`config.mk`:
```
export PLATFORM = sky130hd
export DESIGN_NAME = seq_div8
export DESIGN_NICKNAME = d
export VERILOG_FILES = /design/src/rtl/seq_div8_pkg.sv /design/src/rtl/seq_div8_div_step.sv /design/src/rtl/seq_div8.sv
export SDC_FILE = /design/constraint.sdc
export NUM_CORES = 1
export LEC_CHECK = 0
export CORE_MARGIN = 4
export CORE_UTILIZATION = 50
export DETAILED_ROUTE_END_ITERATION = 12
export DONT_BUFFER_PORTS = 1
export GPL_ROUTABILITY_DRIVEN = 0
export SYNTH_ARGS = -nofsm -noshare
export SYNTH_HDL_FRONTEND = slang
export SYNTH_SLANG_ARGS = --single-unit
```
`constraint.sdc`:
```
create_clock -name Clk -period 2.8 [get_ports Clk]
set_clock_uncertainty 0.05 [all_clocks]
set_input_delay 0 -clock Clk [delete_from_list [all_inputs] [get_ports Clk]]
set_output_delay 0 -clock Clk [all_outputs]
set_load 0.03 [all_outputs]
```
`src/rtl/seq_div8_pkg.sv`:
```
// Shared types for the iterative restoring divider.
// FSM state encoding used by the top level.
package seq_div8_pkg;

  typedef enum logic [1:0] {
    S_IDLE = 2'd0,
    S_RUN  = 2'd1,
    S_DONE = 2'd2
  } state_e;

  localparam int W_DEFAULT = 8;

endpackage

```
`src/rtl/seq_div8_div_step.sv`:
```
// One restoring-division iteration: shift in the next
// dividend bit, trial-subtract, keep or restore.
module div_step #(
  parameter int W = 8
) (
  input  logic [W-1:0] p,
  input  logic         q_msb,
  input  logic [W-1:0] div,
  output logic [W-1:0] p_next,
  output logic         q_bit
);

  logic [W:0]   sh;
  logic [W-1:0] diff;

  assign sh = {p, q_msb};

  // When the subtract succeeds the result is below div,
  // so the low W bits carry the whole difference.
  assign diff   = sh[W-1:0] - div;
  assign q_bit  = (sh >= {1'b0, div});
  assign p_next = q_bit ? diff : sh[W-1:0];

endmodule

```
`src/rtl/seq_div8.sv`:
```
// Iterative unsigned 2W/W restoring divider, one
// quotient bit per clock, Start/Busy/Done handshake.
module seq_div8
  import seq_div8_pkg::*;
#(
  parameter int W = W_DEFAULT
) (
  input  logic            Clk,
  input  logic            Rst,
  input  logic            Start,
  input  logic [2*W-1:0]  Dividend,
  input  logic [W-1:0]    Divisor,
  output logic            Busy,
  output logic            Done,
  output logic [2*W-1:0]  Quotient,
  output logic [W-1:0]    Remainder,
  output logic            DivZero
);

  localparam int QW = 2 * W;
  localparam int CW = $clog2(QW);
  localparam logic [CW-1:0] LAST = CW'(QW - 1);

  state_e state_q, state_d;

  logic [CW-1:0] cnt_q, cnt_d;
  logic [QW-1:0] q_q, q_d;
  logic [QW-1:0] quo_q, quo_d;
  logic [W-1:0]  p_q, p_d;
  logic [W-1:0]  div_q, div_d;
  logic [W-1:0]  rem_q, rem_d;
  logic          dz_q, dz_d;

  logic [W-1:0]  p_next;
  logic          q_bit;
  logic [QW-1:0] q_shift;

  div_step #(.W(W)) u_step (
    .p      (p_q),
    .q_msb  (q_q[QW-1]),
    .div    (div_q),
    .p_next (p_next),
    .q_bit  (q_bit)
  );

  assign q_shift = {q_q[QW-2:0], q_bit};

  always_comb begin
    state_d = state_q;
    cnt_d   = cnt_q;
    q_d     = q_q;
    p_d     = p_q;
    div_d   = div_q;
    quo_d   = quo_q;
    rem_d   = rem_q;
    dz_d    = dz_q;
    unique case (state_q)
      S_IDLE, S_DONE: begin
        state_d = S_IDLE;
        if (Start) begin
          if (Divisor != '0) begin
            state_d = S_RUN;
            div_d   = Divisor;
            q_d     = Dividend;
            p_d     = '0;
            cnt_d   = '0;
          end else begin
            state_d = S_DONE;
            quo_d   = '1;
            rem_d   = Dividend[W-1:0];
            dz_d    = 1'b1;
          end
        end
      end
      S_RUN: begin
        q_d   = q_shift;
        p_d   = p_next;
        cnt_d = cnt_q + CW'(1);
        if (cnt_q == LAST) begin
          state_d = S_DONE;
          quo_d   = q_shift;
          rem_d   = p_next;
          dz_d    = 1'b0;
        end
      end
      default: state_d = S_IDLE;
    endcase
  end

  always_ff @(posedge Clk) begin
    if (Rst) begin
      state_q <= S_IDLE;
      cnt_q   <= '0;
      q_q     <= '0;
      p_q     <= '0;
      div_q   <= '0;
      quo_q   <= '0;
      rem_q   <= '0;
      dz_q    <= 1'b0;
    end else begin
      state_q <= state_d;
      cnt_q   <= cnt_d;
      q_q     <= q_d;
      p_q     <= p_d;
      div_q   <= div_d;
      quo_q   <= quo_d;
      rem_q   <= rem_d;
      dz_q    <= dz_d;
    end
  end

  assign Busy      = (state_q == S_RUN);
  assign Done      = (state_q == S_DONE);
  assign Quotient  = quo_q;
  assign Remainder = rem_q;
  assign DivZero   = dz_q;

endmodule

```
**After elaboration in Yosys (flattened, before gate mapping)**

Index checks and enable logic that the tools add are counted.
Widths: inputs -> output; s select.

- Register bits after elaboration: 63
- Output and inout bits: 27
- Word-level logic and storage cells: 51

- Add/subtract/negate cells: 2
- Order comparisons: 1
- Eq/ne operators: 7
- Muxes and demuxes: 26
- Reductions and logical operators: 7

Operator list:

| operator | count |
|---|---|
| $mux 16 | 5 |
| $pmux 16 s2 | 2 |
| $mux 8 | 6 |
| $pmux 8 s2 | 2 |
| $ge 9x8->1 | 1 |
| $mux 4 | 2 |
| $pmux 4 s2 | 1 |
| $reduce_bool 8->1 | 1 |
| $sub 8x8->8 | 1 |
| $mux 2 | 3 |
| $ne 2x2->1 const B | 3 |
| $reduce_and 3->1 | 2 |
| $add 4x1->4 const B | 1 |
| $eq 4x4->1 const B | 1 |
| $pmux 2 s2 | 1 |
| $reduce_and 4->1 | 1 |
| $mux 1 | 3 |
| $eq 2x1->1 const B | 1 |
| $eq 2x2->1 const B | 1 |
| $logic_not 2->1 | 1 |
| $ne 2x1->1 const B | 1 |
| $pmux 1 s2 | 1 |
| $reduce_bool 2->1 | 1 |
| $reduce_or 2->1 | 1 |

**Longest topological paths before layout**

Gate-level depths: netlist (run 1).

- Depth after elaboration: 4
- Mapped depth: 10
- Mapped depth without buffers: 10

**By module**

Synthesis (run 1) repeated with hierarchy kept, for this count alone.

- Cells, all modules: 348
- Area, all modules: 3,085.5 µm²

Modules (own cells, without submodules):

| module | times used | cells an instance | area each (µm²) |
|---|---|---|---|
| seq_div8 | 1 | 282 | 2,546.2 |
| div_step | 1 | 66 | 539.3 |

**Worst setup path after synthesis (run 1)**

No wires, ideal clock.

- Path kind: register to register
- Start point: register q_q[15]
- End point: register p_q[6]
- Library setup time: 0.088 ns
- Data arrival time: 2.033 ns
- Data required time: 2.662 ns
- Slack: 0.629 ns
- Stages on the path, launching flop included: 11
- Period minus slack after synthesis: 2.171 ns
- Cells stage by stage: dfxtp_1 > inv_1 > ha_1 > inv_1 > fa_1 > a21o_1 > a311o_1 > a21oi_1 > xnor2_1 > nand2b_1 > a311oi_2

- Cells in the longest elaborated chain, start to end: 3
- Elaborated cells between the ends (all ways): 4

Ends and longest elaborated chain:

| item | line | RTL |
|---|---|---|
| start, declared | seq_div8.sv:27 | `logic [QW-1:0] q_q, q_d;` |
| start signal, assigned | seq_div8.sv:103 | `q_q <= q_d;` |
| $sub 8x8->8 or $ge 9x8->1 (tied branches) | seq_div8_div_step.sv:20, seq_div8_div_step.sv:21 |  |
| $mux 8 (*) | seq_div8_div_step.sv:22 | `assign p_next = q_bit ? diff : sh[W-1:0];` |
| $pmux 8 s2 (*) | seq_div8.sv:57 | `unique case (state_q)` |
| end signal, assigned | seq_div8.sv:104 | `p_q <= p_d;` |
| end, declared | seq_div8.sv:29 | `logic [W-1:0] p_q, p_d;` |

Mark *: on every way between the ends. The rest lies on a longest branch, timed or not.
A chain may end at the register's enable or synchronous reset.

**Final worst setup path (run 1)**

Same ends and word-level chain as after synthesis.

==> metrics.md, run 1 <==
| Metric | Value |
|---|---|
| Clock tree sinks | 63 |
| Metal2 WL | around 3.4 mm |
| Die width | 84.7 um |
| Rel. slew slack | 0.581 |
| Syn Inst Count | about 360 |
| Area contributors post-synth | dfxtp_1 (43%), nand2_1 (7.4%), nor2_1 (7.3%) |
| Cell area after synthesis | just under 3000 um2 |
| Fin. max-slew vios | 0 |
| Via density | around 5.6 |
| Ant diodes | 0 |
| Dominant cell type by area after synthesis | dfxtp_1 |
| Initial cell density of the core | 0.525 |
| Yosys Warn Count | 0 |
| Total Routing Usage GR | 0.217 |
| Final hold slack | 68.6 ps |
| Syn Area/Cell | approximately 8 um2 |
| Synth unique cells | 45 |
| Max Fanout on Critical Path | 3 |
| Critical Path RT | around 3000 ps |
| Power Density | 640 nW/um2 |
| Clk root buf | clkbuf_8 |
| Outcome | finished, final reports clean |
| Register-to-Register Setup Slack | between 300 and 400 ps |
| Chip height | 84.7 um |
| Commonest non-fill, non-tap cell in the layout | dfxtp_1 |
| Count of TritonRoute iterations in the first routing pass | 4 |
| Met3 wire len | between 400 and 500 um |
| Pre-CTS WS | slightly below 400 ps |
| Max clock buf depth | 2 |
| CTS tree | built |
| Post-synth EDFFs | 0 |
| Post-synth top flop | dfxtp_1 |
| Iter 0 DRT Violations | 192 |
| Clk slew on worst S/H paths | around 70 ps |
| Area after DPL | slightly below 3000 um2 |
| VDD IR max | roughly 0.0004 V |
| Top cell type's share of synthesized area | 0.429 |
| Area occupied by multi-input gates | ~1500 um2 |
| # port buffers | 0 |
| Leakage | between 1 and 1.5 nW |
| Vias in the first global route | roughly 2500 |
| Overflow after GRT | 0 |
| Nets@finish | roughly 420 |
| Post-route setup TNS | 0 ps |
| Hold Path Class | input port to register |
| First-pass GRT wire length | 12.4 mm |
| Final std cells w/o fill | between 400 and 500 |
| Fillcell total | 518 |
| Post-route ant nets | 0 |
| Die area | ~7200 um2 |
| FF+latch area | ~1300 um2 |
| Minimum clock period | roughly 2500 ps |
| Slew @ Worst Pin | roughly 630 ps |
| DRC Markers | 0 |
| CP Launch Type | register |
| Fin util | 0.614 |
| Worst Setup End Kind | register |
| Final instance area | 3440 um2 |
| Resize count post-CTS | 0 |
| Max-Cap Viols | 0 |
| Sequential area share after synthesis | 0.429 |
| Hold Fails Final Rpt | 0 |
| Seq cells post-synth | 63 |
| DRT met1 WL | ~3.6 mm |
| Asr flop ratio synth | 0 |
| Initial antenna violation count | 0 |
| Placed Cells | around 420 |
| Share of cells above drive strength 1 | 0.0904 |
| Most frequent cells in the layout | dfxtp_1 (63), nand2_1 (58), nor2_1 (57) |
| Worst EP arrival | between 2000 and 3000 ps |
| CORE AREA | around 5600 um2 |
| Crit Path Category | register to register |
| # IOs | 54 |
| Clock buffer count from CTS | 9 |
| Final Cycle Share | 0.887 |
| H-tree levels | 3 |
| Final setup margin | about 320 ps |
| Detailed Place HPWL | 4.94 mm |
| Routed wire length | roughly 7.5 mm |
| Setup violators final | 0 |
| Unrepaired setup endpoints after global routing | no |
| FMAX | ~400 MHz |
| Syn Nets | 399 |
| Clk Latency, worst-skew pair | 340 ps |
| Pin count of the biggest net entering global routing | 65 |
| FP Rows | 27 |
| Area grow syn2layout | 17.0% |
| Per-cell routed wire length | between 15 and 20 um |
| Total power | about 2.2 mW |
| Via count | 2587 |
| Top Layer Used | met4 |
==> per-layer routing <==
| layer | track usage | vias to the layer above |
|---|---|---|
| met5 | 0 | - |
| met4 | 0.0777 | 0 |
| met3 | 0.0530 | 11 |
| met2 | 0.329 | 65 |
| met1 | 0.300 | 1196 |
| li1 | - | 1315 |
==> cells by family (layout without fill, tap and decap cells) <==
kind of cell	after synthesis	after routing	synth area share
simple gates	161	161	0.246
compound gates	90	90	0.217
flops	63	63	0.429
buf+inv	33	58	0.0472
fa+ha+maj	10	10	0.0451
xor+xnor	4	4	0.0119
mux	1	1	0.00340
==> repair_timing <==
action                                 in CTS  in global routing
setup endpoints to repair                   0                  0
hold buffers                               26                  0
endpoints found under the hold margin      62                  0
setup buffers                               0                  0
==> Yosys cell counts, types with 2 or more instances <==
library cell / number
a311oi_1: 18
nand2_1: 58
nand3b_1: 3
nor2_1: 57
nand2_2: 3
a31oi_1: 3
or2_2: 2
o21a_1: 4
buf_2: 6
o22ai_1: 3
xnor2_1: 2
o21ai_0: 9
ha_1: 9
nor4_1: 2
dfxtp_1: 63
and3_1: 5
nor2b_1: 4
xor2_1: 2
o21ai_1: 2
clkbuf_1: 13
buf_1: 3
inv_1: 10
and2_1: 3
a21oi_1: 28
a211oi_1: 10
nand2b_1: 3
nand3_1: 3
and3_4: 2
a21o_1: 3
o31a_1: 3
nor3_1: 12
==> worst paths after layout <==
kind,start,to,cells after the start
min,Start,div_q[7]$_SDFFE_PP0P_,4
max reg2reg,q_q[15]$_SDFFE_PP0P_,p_q[6]$_SDFFE_PP0P_,10
min reg2reg,div_q[1]$_SDFFE_PP0P_,div_q[1]$_SDFFE_PP0P_,2
max,q_q[15]$_SDFFE_PP0P_,p_q[6]$_SDFFE_PP0P_,10
==> registers in the layout (all words and copies together), names as in the netlist <==
name / cells
Remainder: 8
q_q: 16
div_q: 8
Quotient: 16
cnt_q: 4
state_q: 2
DivZero: 1
p_q: 8
==> cell type report <==
cell class | count | area share
inverter | 10 | 0.0109
clock buffer | 10 | 0.0371
clock inverter | 6 | 0.0178
multi-input combinational | 266 | 0.448
tap | 72 | 0.0262
timing repair buffer | 32 | 0.0938
sequential | 63 | 0.366
==> power by group <==
part,leakage (nW),internal [mW],total [mW],switching (mW)
logic,0.703,0.193,0.462,0.268
clock network,0.0960,0.408,0.768,0.360
registers,0.513,0.941,0.975,0.0336
==> critical path: stages (launching register included) <==
cell,delay (ps)
dfxtp_1,340
inv_1,90
ha_1,200
inv_1,70
fa_1,410
a21o_1,200
a311o_1,360
a21oi_1,170
xnor2_1,140
nand2b_1,110
a311oi_2,240
Note: power is estimated with default switching activity, not from simulation.
==> run 2, diff against run 1 <==
Settings changed: CORE_MARGIN 4 to not set.
==> run 2 against run 1 <==
Sequential share of layout area decreased by 1.1 points. Register-to-register slack worse by 170 ps. First-iteration DRC count is 13% higher.
==> metrics.md, run 2 (synthesized netlist as in run 1, its figures left out) <==
| Metric | Value |
|---|---|
| Outcome | finished, final reports clean (unchanged) |
| Fin. max-slew vios | 0 (unchanged) |
| Nets@finish | 428 (was 419) |
| Worst EP arrival | 2840 ps (was 2670 ps) |
| Hold Path Class | input port to register (unchanged) |
| Placed Cells | 417 (unchanged) |
| Max Fanout on Critical Path | 15 (was 3) |
| Routed wire length | 7.51 mm (was 7.50 mm) |
| Crit Path Category | register to register (unchanged) |
| Setup violators final | 0 (unchanged) |
| Per-cell routed wire length | 16.0 um (was 16.3 um) |
| Die area | 6190 um2 (was 7170 um2) |
| Clk root buf | clkbuf_8 (unchanged) |
| Final Cycle Share | 0.948 (was 0.887) |
| Iter 0 DRT Violations | 217 (was 192) |
| # Post-CTS Setup Buffers | 0 (unchanged) |
| DRC Markers | 0 (unchanged) |
| FP Rows | 27 (unchanged) |
| Clk slew on worst S/H paths | 80 ps (was 70 ps) |
| Worst Setup End Kind | register (unchanged) |
| Via density | 5.60 (was 5.64) |
| Slew @ Worst Pin | 811 ps (was 627 ps) |
| Power Density | 638 nW/um2 (was 640 nW/um2) |
| Max-Cap Viols | 0 (unchanged) |
| Final std cells w/o fill | 468 (was 459) |
| CTS tree | built (unchanged) |
| Grt met2 use | 0.432 (was 0.329) |
| Critical Path RT | 2990 ps (about the same) |
| Met3 track demand over resource | 0.0621 (was 0.0530) |
| Ant diodes | 0 (unchanged) |
| Pin count of the biggest net entering global routing | 66 (was 65) |
| Share of cells above drive strength 1 | 0.0909 (was 0.0904) |
| Resize count post-CTS | 0 (unchanged) |
| Initial antenna violation count | 0 (unchanged) |
| Area occupied by multi-input gates | 1540 um2 (unchanged) |
| Total Routing Usage GR | 0.261 (was 0.217) |
| Max clock buf depth | 2 (unchanged) |
| # IOs | 54 (unchanged) |
| H-tree levels | 3 (unchanged) |
| CP Launch Type | register (unchanged) |
| FF+latch area | 1260 um2 (unchanged) |
| First-pass GRT wire length | 12.3 mm (was 12.4 mm) |
| Most Crowded Layer GR | met2 (unchanged) |
| Minimum clock period | 2650 ps (was 2480 ps) |
| # port buffers | 0 (unchanged) |
| Rel. slew slack | 0.459 (was 0.581) |
| Vias in the first global route | 2545 (was 2481) |
| Die width | 78.7 um (was 84.7 um) |
| VDD IR max | 0.000407 V (was 0.000396 V) |
| Leakage | 1.35 nW (was 1.31 nW) |
| Clk Latency, worst-skew pair | 340 ps (about the same) |
| Clock buffer count from CTS | 9 (unchanged) |
| Post-route ant nets | 0 (unchanged) |
| FMAX | 377 MHz (was 402 MHz) |
| Via count | 2623 (was 2587) |
| CORE AREA | 5570 um2 (was 5610 um2) |
| Hold Fails Final Rpt | 0 (unchanged) |
| Commonest non-fill, non-tap cell in the layout | dfxtp_1 (unchanged) |
| Initial cell density of the core | 0.528 (was 0.525) |
| Met1 usage | 0.335 (was 0.300) |
| Post-route setup TNS | 0 ps (unchanged) |
| Unrepaired setup endpoints after global routing | no (unchanged) |
| Most frequent cells in the layout | dfxtp_1 (63), nand2_1 (58), nor2_1 (57) (unchanged) |
| Hold buffer count at cts | 35 (was 26) |
| Detailed Place HPWL | 4.89 mm (was 4.94 mm) |
| Area grow syn2layout | 20.7% (was 17.0%) |
| Overflow after GRT | 0 (unchanged) |
| Chip height | 78.7 um (was 84.7 um) |
| Clock tree sinks | 63 (unchanged) |
| Count of TritonRoute iterations in the first routing pass | 4 (unchanged) |
| Fillcell total | 513 (was 518) |
## run 2: cell types whose count changed in the layout (fill, tap and decap cells not counted)
| cell | before | now |
|---|---|---|
| clkbuf_1 | 1 | 0 |
| clkinv_4 | 1 | 0 |
| clkinvlp_4 | 1 | 4 |
| clkbuf_8 | 9 | 10 |
| inv_6 | 0 | 1 |
| dlygate4sd3_1 | 25 | 34 |
| clkinv_2 | 3 | 0 |
## run 2: final timing paths
path                                             from                     to  slack [ps]  cells past startpoint
worst max-delay path              p_q[4]$_SDFFE_PP0P_    q_q[0]$_SDFFE_PP0P_         150                      8
worst min-delay path                       Divisor[6]   DivZero$_SDFFE_PP0P_         110                      4
worst max register to register    p_q[4]$_SDFFE_PP0P_    q_q[0]$_SDFFE_PP0P_         150                      8
worst min register to register  div_q[6]$_SDFFE_PP0P_  div_q[6]$_SDFFE_PP0P_         410                      2
## run 2: area by class of cell
cell class,instances,share of cell area
Clock inverter,6,0.0194
Timing Repair Buffer,41,0.116
Clock buffer,10,0.0388
Sequential cell,63,0.355
Inverter,10,0.0106
Tap cell,72,0.0254
Multi-Input combinational cell,266,0.434
## run 2: power breakdown
part	internal (mW)	switching [mW]
clock	0.438	0.381
combinational	0.205	0.266
sequential	0.941	0.0353
total	1.58	0.682
## run 2: routing by layer
layer  wire length [um]  vias to the layer above
li1                   -                     1330
met1               3540                     1236
met2               3610                       49
met3                278                        8
met4                 78                        0
met5                  0                        -
## run 2: through the flow
stage          worst slack, ps   util  total power [mW]  hold slack (ps)  instance area, um2
6_report                   146  0.637              2.27              114                3550
5_1_grt                   18.4  0.637              2.38              129                3550
4_1_cts                    153  0.637              2.28             98.5                3550
3_5_place_dp               466  0.534              1.40             26.9                2980
3_3_place_gp               487  0.534              1.39             25.3                2980
2_1_floorplan              629      -              1.33             86.0                2940
## run 2: worst max-delay path, stage by stage (launching register included)
cell and delay (ps):
dfxtp_1 350, ha_1 390, and3_4 200, and3_4 180, a221oi_4 300, buf_4 270
and2_1 190, a311oi_1 60, dlygate4sd3_1 570
